--- config.mk ---
export PLATFORM = sky130hd
export DESIGN_NAME = rwt_up_mailbox
export DESIGN_NICKNAME = d
export VERILOG_FILES = /design/src/rtl/rwt_mailbox_pkg.sv /design/src/rtl/rwt_up_mailbox_fifo.sv /design/src/rtl/rwt_up_mailbox.sv
export SDC_FILE = /design/constraint.sdc
export NUM_CORES = 1
export LEC_CHECK = 0
export BUFFER_PORTS_ARGS = -buffer_cell sky130_fd_sc_hd__buf_4
export CAP_MARGIN = 20
export CORE_MARGIN = 3
export CORE_UTILIZATION = 30
export DETAILED_ROUTE_END_ITERATION = 10
export PLACE_DENSITY = 0.46
export SLEW_MARGIN = 20
export SYNTH_ARGS = -nofsm -noshare
export SYNTH_HDL_FRONTEND = slang
export SYNTH_HIERARCHICAL = 1
export SYNTH_SLANG_ARGS = --single-unit
export TNS_END_PERCENT = 5
--- constraint.sdc ---
create_clock -name up_clk -period 7.7 [get_ports up_clk]
set_input_delay 0.385 -clock up_clk [delete_from_list [all_inputs] [get_ports up_clk]]
set_output_delay 0.385 -clock up_clk [all_outputs]
set_load 0.02 [all_outputs]
--- src/rtl/rwt_mailbox_pkg.sv ---
// Shared constants for the rwt_up_mailbox register block: word addresses,
// the VERSION value and the CONTROL/STATUS bit positions.
package rwt_mailbox_pkg;

    localparam logic [8:0] ADDR_VERSION = 9'h000;
    localparam logic [8:0] ADDR_ID      = 9'h001;
    localparam logic [8:0] ADDR_SCRATCH = 9'h002;
    localparam logic [8:0] ADDR_CONTROL = 9'h003;
    localparam logic [8:0] ADDR_STATUS  = 9'h004;
    localparam logic [8:0] ADDR_LEVEL   = 9'h005;
    localparam logic [8:0] ADDR_TX_DATA = 9'h010;
    localparam logic [8:0] ADDR_RX_DATA = 9'h011;

    localparam logic [31:0] VERSION_VALUE = 32'h0001_0000;

    // CONTROL bits
    localparam int CTRL_TX_FLUSH = 0;
    localparam int CTRL_RX_FLUSH = 1;
    localparam int CTRL_IRQ_EN   = 2;

    // STATUS bits
    localparam int STAT_TX_FULL  = 0;
    localparam int STAT_TX_EMPTY = 1;
    localparam int STAT_RX_FULL  = 2;
    localparam int STAT_RX_EMPTY = 3;
    localparam int STAT_TX_OVF   = 8;
    localparam int STAT_RX_UNF   = 9;

endpackage

--- src/rtl/rwt_up_mailbox_fifo.sv ---
// rwt_sync_fifo: single-clock first-word-fall-through FIFO of 32-bit words.
// Pointers carry an extra wrap bit so full and empty are told apart without
// a separate counter. Push when full and pop when empty are ignored; flush
// wins over a same-cycle push or pop.
module rwt_sync_fifo #(
    parameter int DEPTH_LOG2 = 4
) (
    input  logic                  clk,
    input  logic                  rst_n,
    input  logic                  push,
    input  logic                  pop,
    input  logic                  flush,
    input  logic [31:0]           wdata,
    output logic [31:0]           rdata,
    output logic                  full,
    output logic                  empty,
    output logic [DEPTH_LOG2:0]   level
);

    localparam int DEPTH = 1 << DEPTH_LOG2;
    localparam logic [DEPTH_LOG2:0] PTR_ONE = {{DEPTH_LOG2{1'b0}}, 1'b1};

    logic [31:0]         mem_r [DEPTH];
    logic [DEPTH_LOG2:0] wr_ptr_r;
    logic [DEPTH_LOG2:0] rd_ptr_r;
    logic                push_ok_s;
    logic                pop_ok_s;

    assign empty     = (wr_ptr_r == rd_ptr_r);
    assign full      = (wr_ptr_r[DEPTH_LOG2] != rd_ptr_r[DEPTH_LOG2]) &&
                       (wr_ptr_r[DEPTH_LOG2-1:0] == rd_ptr_r[DEPTH_LOG2-1:0]);
    assign level     = wr_ptr_r - rd_ptr_r;
    assign push_ok_s = push & ~full;
    assign pop_ok_s  = pop & ~empty;
    assign rdata     = mem_r[rd_ptr_r[DEPTH_LOG2-1:0]];

    // Pointer update: flush resets both pointers, otherwise advance on accepted push/pop.
    always_ff @(posedge clk or negedge rst_n) begin
        if (!rst_n) begin
            wr_ptr_r <= {(DEPTH_LOG2+1){1'b0}};
            rd_ptr_r <= {(DEPTH_LOG2+1){1'b0}};
        end else if (flush) begin
            wr_ptr_r <= {(DEPTH_LOG2+1){1'b0}};
            rd_ptr_r <= {(DEPTH_LOG2+1){1'b0}};
        end else begin
            if (push_ok_s) begin
                wr_ptr_r <= wr_ptr_r + PTR_ONE;
            end
            if (pop_ok_s) begin
                rd_ptr_r <= rd_ptr_r + PTR_ONE;
            end
        end
    end

    // Storage write; contents need no reset because the pointers gate visibility.
    always_ff @(posedge clk) begin
        if (push_ok_s && !flush) begin
            mem_r[wr_ptr_r[DEPTH_LOG2-1:0]] <= wdata;
        end
    end

endmodule

--- src/rtl/rwt_up_mailbox.sv ---
// rwt_up_mailbox: up_* register-bus mailbox with a TX FIFO streaming into
// fabric and an RX FIFO collecting from fabric, plus ID/scratch/status
// registers. The level/error interrupt and CONTROL[2] exist only when
// RWT_MAILBOX_IRQ_EN is defined; otherwise irq is tied low.
module rwt_up_mailbox
    import rwt_mailbox_pkg::*;
#(
    parameter int          DEPTH_LOG2 = 4,
    parameter logic [31:0] ID         = 32'h0
) (
    input  logic        up_clk,
    input  logic        up_rstn,
    input  logic        up_wreq,
    input  logic [8:0]  up_waddr,
    input  logic [31:0] up_wdata,
    output logic        up_wack,
    input  logic        up_rreq,
    input  logic [8:0]  up_raddr,
    output logic [31:0] up_rdata,
    output logic        up_rack,
    output logic [31:0] m_data,
    output logic        m_valid,
    input  logic        m_ready,
    input  logic [31:0] s_data,
    input  logic        s_valid,
    output logic        s_ready,
    output logic        irq
);

    logic                tx_full_s, tx_empty_s, rx_full_s, rx_empty_s;
    logic [DEPTH_LOG2:0] tx_level_s, rx_level_s;
    logic [31:0]         tx_head_s, rx_head_s;
    logic                tx_push_s, rx_pop_s, rx_push_s;
    logic                wr_ctrl_s, wr_status_s, wr_scratch_s;
    logic                tx_flush_s, rx_flush_s;
    logic                irq_en_s, irq_next_s;
    logic [31:0]         status_s, level_s, rd_value_s;

    logic                s_ready_en_r;
    logic                tx_ovf_r, rx_unf_r;
    logic [31:0]         scratch_r;
    logic                wack_r, rack_r, irq_r;
    logic [31:0]         rdata_r;

    // Request decode; side effects take place on the request cycle's edge.
    assign wr_ctrl_s    = up_wreq && (up_waddr == ADDR_CONTROL);
    assign wr_status_s  = up_wreq && (up_waddr == ADDR_STATUS);
    assign wr_scratch_s = up_wreq && (up_waddr == ADDR_SCRATCH);
    assign tx_push_s    = up_wreq && (up_waddr == ADDR_TX_DATA);
    assign rx_pop_s     = up_rreq && (up_raddr == ADDR_RX_DATA);
    assign tx_flush_s   = wr_ctrl_s && up_wdata[CTRL_TX_FLUSH];
    assign rx_flush_s   = wr_ctrl_s && up_wdata[CTRL_RX_FLUSH];
    assign rx_push_s    = s_valid && s_ready;

    rwt_sync_fifo #(.DEPTH_LOG2(DEPTH_LOG2)) u_tx_fifo (
        .clk   (up_clk),
        .rst_n (up_rstn),
        .push  (tx_push_s),
        .pop   (m_ready),
        .flush (tx_flush_s),
        .wdata (up_wdata),
        .rdata (tx_head_s),
        .full  (tx_full_s),
        .empty (tx_empty_s),
        .level (tx_level_s)
    );

    rwt_sync_fifo #(.DEPTH_LOG2(DEPTH_LOG2)) u_rx_fifo (
        .clk   (up_clk),
        .rst_n (up_rstn),
        .push  (rx_push_s),
        .pop   (rx_pop_s),
        .flush (rx_flush_s),
        .wdata (s_data),
        .rdata (rx_head_s),
        .full  (rx_full_s),
        .empty (rx_empty_s),
        .level (rx_level_s)
    );

    // Fabric side: all terms come from flops; m_data is forced to 0 when empty.
    assign m_valid = ~tx_empty_s;
    assign m_data  = tx_empty_s ? 32'h0 : tx_head_s;
    assign s_ready = s_ready_en_r & ~rx_full_s;

`ifdef RWT_MAILBOX_IRQ_EN
    logic irq_en_r;

    // Interrupt enable bit in CONTROL.
    always_ff @(posedge up_clk or negedge up_rstn) begin
        if (!up_rstn) begin
            irq_en_r <= 1'b0;
        end else if (wr_ctrl_s) begin
            irq_en_r <= up_wdata[CTRL_IRQ_EN];
        end
    end

    assign irq_en_s = irq_en_r;
`else
    assign irq_en_s = 1'b0;
`endif

    assign irq_next_s = irq_en_s & (~rx_empty_s | tx_ovf_r | rx_unf_r);

    // s_ready stays low during reset and rises the first edge after release.
    always_ff @(posedge up_clk or negedge up_rstn) begin
        if (!up_rstn) begin
            s_ready_en_r <= 1'b0;
        end else begin
            s_ready_en_r <= 1'b1;
        end
    end

    // Sticky error flags: a new event in the same cycle beats a W1C clear.
    always_ff @(posedge up_clk or negedge up_rstn) begin
        if (!up_rstn) begin
            tx_ovf_r <= 1'b0;
            rx_unf_r <= 1'b0;
        end else begin
            tx_ovf_r <= (tx_ovf_r & ~(wr_status_s & up_wdata[STAT_TX_OVF])) |
                        (tx_push_s & tx_full_s);
            rx_unf_r <= (rx_unf_r & ~(wr_status_s & up_wdata[STAT_RX_UNF])) |
                        (rx_pop_s & rx_empty_s);
        end
    end

    // Scratch register.
    always_ff @(posedge up_clk or negedge up_rstn) begin
        if (!up_rstn) begin
            scratch_r <= 32'h0;
        end else if (wr_scratch_s) begin
            scratch_r <= up_wdata;
        end
    end

    // Assemble STATUS and LEVEL words from live FIFO state.
    always_comb begin
        status_s                = 32'h0;
        status_s[STAT_TX_FULL]  = tx_full_s;
        status_s[STAT_TX_EMPTY] = tx_empty_s;
        status_s[STAT_RX_FULL]  = rx_full_s;
        status_s[STAT_RX_EMPTY] = rx_empty_s;
        status_s[STAT_TX_OVF]   = tx_ovf_r;
        status_s[STAT_RX_UNF]   = rx_unf_r;
        level_s = {{(15-DEPTH_LOG2){1'b0}}, rx_level_s,
                   {(15-DEPTH_LOG2){1'b0}}, tx_level_s};
    end

    // Read data mux; write-only and unmapped addresses read as 0.
    always_comb begin
        rd_value_s = 32'h0;
        case (up_raddr)
            ADDR_VERSION: rd_value_s = VERSION_VALUE;
            ADDR_ID:      rd_value_s = ID;
            ADDR_SCRATCH: rd_value_s = scratch_r;
            ADDR_CONTROL: rd_value_s = {29'h0, irq_en_s, 2'b00};
            ADDR_STATUS:  rd_value_s = status_s;
            ADDR_LEVEL:   rd_value_s = level_s;
            ADDR_RX_DATA: rd_value_s = rx_empty_s ? 32'h0 : rx_head_s;
            default:      rd_value_s = 32'h0;
        endcase
    end

    // Bus acks, registered read data (zero outside rack) and interrupt.
    always_ff @(posedge up_clk or negedge up_rstn) begin
        if (!up_rstn) begin
            wack_r  <= 1'b0;
            rack_r  <= 1'b0;
            rdata_r <= 32'h0;
            irq_r   <= 1'b0;
        end else begin
            wack_r  <= up_wreq;
            rack_r  <= up_rreq;
            rdata_r <= up_rreq ? rd_value_s : 32'h0;
            irq_r   <= irq_next_s;
        end
    end

    assign up_wack  = wack_r;
    assign up_rack  = rack_r;
    assign up_rdata = rdata_r;
    assign irq      = irq_r;

endmodule

## After elaboration in Yosys (flattened, before gate mapping)

Memories as Yosys holds them, arrays and structs flattened.
Cells that the tools add are included.

- Flip-flop bits (word level): 89
- Bits in writable memories: 1,024
- Output and inout bits: 69
- Memories: 2

Memories:

| memory | depth | width | rd ports | clocked after Yosys merged registers in | write ports | RTL line | source |
|---|---|---|---|---|---|---|---|
| u_rx_fifo.mem_r | 16 | 32 | 1 | 0 | 1 | rwt_up_mailbox_fifo.sv:23 | `logic [31:0] mem_r [DEPTH];` |
| u_tx_fifo.mem_r | 16 | 32 | 1 | 0 | 1 | rwt_up_mailbox_fifo.sv:23 |  |

- $add $sub $neg: 6
- Equal/unequal tests: 14
- Multiplexer cells: 16
- Bitwise operators: 19
- Reductions and logical operators: 19

Operators by type and width:

| cell | count |
|---|---|
| $pmux 32 s5 | 1 |
| $mux 32 | 3 |
| $mux 5 | 8 |
| $eq 9x2->1 const B | 3 |
| $eq 9x3->1 const B | 3 |
| $add 5x1->5 const B | 4 |
| $eq 9x5->1 const B | 2 |
| $logic_and 1x1->1 | 12 |
| $and 1x1->1 | 11 |
| $eq 5x5->1 | 2 |
| $sub 5x5->5 | 2 |
| $logic_not 9->1 | 1 |
| $eq 4x4->1 | 2 |
| $reduce_bool 2->1 | 4 |
| $not 1->1 | 6 |
| $mux 1 | 4 |
| $logic_not 1->1 | 2 |
| $ne 1x1->1 | 2 |
| $or 1x1->1 | 2 |

## Depth between registers and ports, before layout

- Depth in word-level cells: 9
- Mapped depth: 13
- Mapped depth without buffers: 10

## Cells and area by module

Netlist, hierarchy kept.

By module, submodules not included:

| module | instances | cells each | area each (um^2) |
|---|---|---|---|
| rwt_sync_fifo (u_rx_fifo) | 1 | 954 | 20,243.2 |
| rwt_sync_fifo (u_tx_fifo) | 1 | 954 | 20,239.4 |
| rwt_up_mailbox | 1 | 254 | 3,298.2 |

## Least setup slack after synthesis

No wires, ideal clock.

- Kind: reg2reg
- From: reg u_rx_fifo.rd_ptr_r[1]
- To: mem u_rx_fifo.mem_r[0][0], enable pin
- Setup time: 461 ps
- Arrival time: 4,948 ps
- Data required time: 7,239 ps
- Path slack: 2,291 ps
- Stages on the path, launching flop included: 14
- Buffers on the path: 3
- Cells stage by stage: dfrtp_1 clkbuf_1 buf_2 buf_2 inv_1 ha_1 nand4_1 nor2_1 nor2b_1 and2_1 inv_1 a211oi_1 nand2_1 nor3_1

- Word-level cells in the longest chain between the ends: 9

RTL lines:

| element | RTL line | source |
|---|---|---|
| start, declared | rwt_up_mailbox_fifo.sv:25 | `logic [DEPTH_LOG2:0] rd_ptr_r;` |
| start signal, assigned | rwt_up_mailbox_fifo.sv:41 | `rd_ptr_r <= {(DEPTH_LOG2+1){1'b0}};` |
| start signal, assigned | rwt_up_mailbox_fifo.sv:44 | `rd_ptr_r <= {(DEPTH_LOG2+1){1'b0}};` |
| start signal, assigned | rwt_up_mailbox_fifo.sv:50 | `rd_ptr_r <= rd_ptr_r + PTR_ONE;` |
| $eq 4x4->1 | rwt_up_mailbox_fifo.sv:31 | `(wr_ptr_r[DEPTH_LOG2-1:0] == rd_ptr_r[DEPTH_LOG2-1:0]);` |
| $logic_and 1x1->1 | rwt_up_mailbox_fifo.sv:30 | `assign full = (wr_ptr_r[DEPTH_LOG2] != rd_ptr_r[DEPTH_LOG2]) &&` |
| net rx_full_s | rwt_up_mailbox.sv:30 | `logic tx_full_s, tx_empty_s, rx_full_s, rx_empty_s;` |
| $not 1->1 | rwt_up_mailbox.sv:84 | `assign s_ready = s_ready_en_r & ~rx_full_s;` |
| $and 1x1->1 | rwt_up_mailbox.sv:84 |  |
| net s_ready | rwt_up_mailbox.sv:26 | `output logic s_ready,` |
| $logic_and 1x1->1 | rwt_up_mailbox.sv:53 | `assign rx_push_s = s_valid && s_ready;` |
| net rx_push_s | rwt_up_mailbox.sv:33 | `logic tx_push_s, rx_pop_s, rx_push_s;` |
| $and 1x1->1 | rwt_up_mailbox_fifo.sv:33 | `assign push_ok_s = push & ~full;` |
| $logic_and 1x1->1 | rwt_up_mailbox_fifo.sv:57 | `if (push_ok_s && !flush) begin` |
| $mux 1 | rwt_up_mailbox_fifo.sv:57 |  |
| $mux 1 (not written as such) | rwt_up_mailbox_fifo.sv:58 | `mem_r[wr_ptr_r[DEPTH_LOG2-1:0]] <= wdata;` |
| end, declared | rwt_up_mailbox_fifo.sv:23 |  |

The timed path passes the listed nets, and every way through them passes these cells.

## Worst setup path after layout

- From: reg u_rx_fifo.rd_ptr_r[1]
- To: mem u_rx_fifo.mem_r[0][31], enable pin

- Word-level cells in the longest chain between the ends: 9

RTL lines:

| element | RTL line |
|---|---|
| $eq 4x4->1 | rwt_up_mailbox_fifo.sv:31 |
| $logic_and 1x1->1 | rwt_up_mailbox_fifo.sv:30 |
| net rx_full_s | rwt_up_mailbox.sv:30 |
| $not 1->1 | rwt_up_mailbox.sv:84 |
| $and 1x1->1 | rwt_up_mailbox.sv:84 |
| $logic_and 1x1->1 | rwt_up_mailbox.sv:53 |
| net rx_push_s | rwt_up_mailbox.sv:33 |
| $and 1x1->1 | rwt_up_mailbox_fifo.sv:33 |
| $logic_and 1x1->1 | rwt_up_mailbox_fifo.sv:57 |
| $mux 1 | rwt_up_mailbox_fifo.sv:57 |
| $mux 1 (not written as such) | rwt_up_mailbox_fifo.sv:58 |

The timed path passes the listed nets, and every way through them passes these cells.

==> results.toml <==
[setup_path]
critical_path.reg2reg.startpoint = "u_rx_fifo/rd_ptr_r[1]$_DFFE_PN0P_"
timing.critical_path.from = "u_rx_fifo/rd_ptr_r[1]$_DFFE_PN0P_"
crit_arrival_ns = 5.32
timing.critical_path.to_type = "flop"
r2r-end = "u_rx_fifo/mem_r[0][31]$_DFFE_PP_"
critical_path.startpoint_type = "flop"
timing.reg2reg.worst_path_depth = 11
largest_driver_fanout_on_the_critical_path = 43
crit_type = "reg2reg"
wp_data_required_ns = 8.06
r2r_slack_ns = 2.74

[yosys]
syn-cell-area_mm2 = 0.0438
postSynth.asyncResetShare_pct = 8.00
synth_enable_flop_cells = 1024
netlist-cell-type-count = 55
synth_seq_cells = 1113
synth-seq-area-share_pct = 75.3
postSynthAreaPerCell_um2 = 20.3
synth.top_cells.by_count = "edfxtp_1, mux2i_1, mux4_2"
net_count_after_synthesis = 2270
cell_with_the_most_instances_after_synthesis = "edfxtp_1"
post-synth-top-area-cell = "edfxtp_1"
synth.yosys.warnings = 6
ys_top_cells_by_area = "edfxtp_1, mux4_2, dfrtp_1"
synth_top_cell_area_share_pct = 70.2
ys.flop_type = "edfxtp_1"
synthCells = 2162

[drt]
route.vias.total = 21900
drt_wl_total_um = 114000
first_pass_iters = 5
detail_route.iter0.violations = 1960
post_drt_via_cell_ratio = 4.93
post_drt_wl_per_cell_um = 25.8
final_antenna_net_count = 0
drc = 0

[cts]
max-clock-path-buffers = 3
cts_repair_resize_count = 0
clock_insertion_delay_worst_skew_ns = 0.73
clockRootBuffer = "clkbuf_16"
reg_clk_slew_reported_paths_ns = 0.06
cts_buffers = 114
cts_tree = "built"
cts_sinks = 1113
htree_num_levels = 3

[power_and_ir_drop]
cell_internal_pwr_mw = 11.4
total_leakage_power_nw = 16.9
pwr_density_cell_mw_per_mm2 = 302
seq_power_share_pct = 44.6
power_switching_mw = 4.34
sw_frac_of_total_pct = 27.6
worst_supply_voltage_drop_on_vdd_mv = 0.220
p_clk_share_pct = 35.5
pwr-share-comb_pct = 20.0
finalPower_mw = 15.7

[sta]
setup_viol = 0
max_freq_mhz = 202
slew_viol_final = 0
tns_ns = 0
final.setup_skew_ns = 0.0413
timing.final.crit_period_ns = 4.96
tightest_slew_ns = 1.07
final.period_utilization_pct = 64.4
rsz0062_at_grt = "false"
hold_slack_ns = 0.0657
max_slew_margin_pct = 28.3
final_hold_viol_count = 0

[global_routing]
gr-total-overflow = 0
first_global_vias = 22800
initial_antenna_violation_count = 11
grt_max_degree = 57
grt_usage_pct = 15.1
grt_pass1_wl_um = 165000

[worst_hold_path]
worst_hold_path_endpoint = "u_tx_fifo/mem_r[8][4]$_DFFE_PP_"
worst_hold_path_stage_count = 1
hold_path.class = "in2reg"
hold_path_origin = "up_wdata[4]"

[place]
portBuffers = 155
global_placement_routability_congestion = 0.797
post_dp_hpwl_um = 70500

[die]
die_w_um = 388
die_area_mm2 = 0.151
design.core.area_mm2 = 0.144
rows = 139
boundaryPins = 157
die_y_um = 388
effective_utilization_at_floorplan_pct = 30.4

[job]
drv.max_cap_violation_count = 0

[cells_and_area]
drive_gt1_share_pct = 26.3
area_delta_synth_final_pct = 18.7
fin_util_pct = 36.0
fin_nets = 2537

[outcome]
status = "finished, final reports clean"
[kinds of logic (layout without fill, tap and decap cells)]
logic type                 count (synthesis)  count (layout)  share of synthesized area (%)
buffers and inverters                    145             512                           1.89
AOI/OAI and AO/OA                        268             268                           4.05
other                                      2               4                         0.0172
muxes                                    424             424                           15.5
adders and majority gates                 20              20                          0.606
DFF                                     1113            1113                           75.3
and+or+nand+nor                          166             166                           2.06
xor gates and xnor gates                  24              24                          0.514
[power groups by stage]
stage	registers, mW	logic (mW)	clock network, mW
floorplan	6.95	2.15	0
finish	7.01	3.14	5.58
CTS	7.01	3.20	5.75
global placement	7.13	3.15	0
global route	7.03	3.39	6.01
detailed placement	7.14	3.16	0
[metal layers]
metal / part of all wire [%] / vias to the layer above / wire [um] / global-route usage (%)
li1: - / 9411 / - / -
met1: 45 / 11600 / 51600 / 21.4
met2: 46 / 640 / 53100 / 23.5
met3: 6.4 / 154 / 7340 / 3.38
met4: 2.0 / 0 / 2290 / 3.41
met5: 0 / - / 0 / 0
[worst max path at each step]
stage | slack (ns) | endpoint | depth (start not counted)
2_1_floorplan | 2.29 | u_rx_fifo/mem_r[0][0]$_DFFE_PP_ | 13
3_3_place_gp | 2.83 | u_rx_fifo/mem_r[0][31]$_DFFE_PP_ | 11
3_5_place_dp | 2.63 | u_rx_fifo/mem_r[0][19]$_DFFE_PP_ | 11
4_1_cts | 2.59 | u_rx_fifo/mem_r[0][2]$_DFFE_PP_ | 11
5_1_grt | 2.38 | u_rx_fifo/mem_r[0][30]$_DFFE_PP_ | 11
6_report | 2.74 | u_rx_fifo/mem_r[0][31]$_DFFE_PP_ | 11
[critical path, stage by stage (launching register included)]
cell and delay [ns]:
dfrtp_4 0.94, inv_1 0.20, ha_1 0.36, nand4_1 0.26, nor2_1 0.11, nor2b_1 0.23, and2_1 0.23, inv_1 0.07
a211oi_1 0.40, nand2_1 0.35, nor3_2 0.88, buf_4 0.53
[per-stage QoR]
step | instance area, um^2 | setup slack [ns] | cells
2_1_floorplan | 43800 | 2.29 | 2162
3_3_place_gp | 47200 | 2.83 | 4140
3_5_place_dp | 47300 | 2.63 | 4145
4_1_cts | 51800 | 2.59 | 4426
5_1_grt | 52000 | 2.38 | 4432
6_report | 52000 | 2.74 | 4434
[state kept, by name, summed over array words and instances (netlist names)]
register,flops
rx_unf_r,1
u_tx_fifo/rd_ptr_r,5
up_rack,1
u_rx_fifo/mem_r,512
tx_ovf_r,1
up_wack,1
scratch_r,32
u_tx_fifo/mem_r,512
u_tx_fifo/wr_ptr_r,5
s_ready_en_r,1
u_rx_fifo/rd_ptr_r,5
u_rx_fifo/wr_ptr_r,5
up_rdata,32
[timing repair]
action / in CTS / in global routing
setup endpoints to repair: 0 / 0
setup buffers: 0 / 0
hold buffers: 65 / 0
endpoints found under the hold margin: 845 / 0
[final cells by class]
type | instances | area (um^2)
fillers | 13300 | 92200
flip-flops and latches | 1113 | 33000
multi-input cells | 904 | 10200
clock buffers | 155 | 3180
repair buffers | 278 | 2430
well taps | 1903 | 2380
clock inverters | 61 | 666
inverters | 18 | 67.6
diodes | 2 | 5.00
[placed cells by master (no fill, tap or decap), types with 5 or more instances in the layout]
cell,n
buf_16,6
clkinv_1,23
buf_12,5
bufinv_16,11
ha_1,18
buf_4,202
mux4_2,192
a22o_1,33
mux2_2,6
nand4_1,7
nand2b_1,5
nor3_2,9
a21oi_1,12
dfrtp_1,83
clkinvlp_4,5
nor2_4,25
a22oi_1,10
inv_1,18
edfxtp_1,1024
xnor2_1,16
nor2b_1,36
o21ai_1,88
clkbuf_1,26
dlygate4sd3_1,65
mux2i_1,196
o21ai_0,45
clkinv_2,14
clkbuf_16,116
xor2_1,6
nand2_1,15
clkbuf_8,13
mux2_4,30
dfrtp_4,6
nor2_1,35
a221oi_1,64
Note: power is estimated with default switching activity, not from simulation.
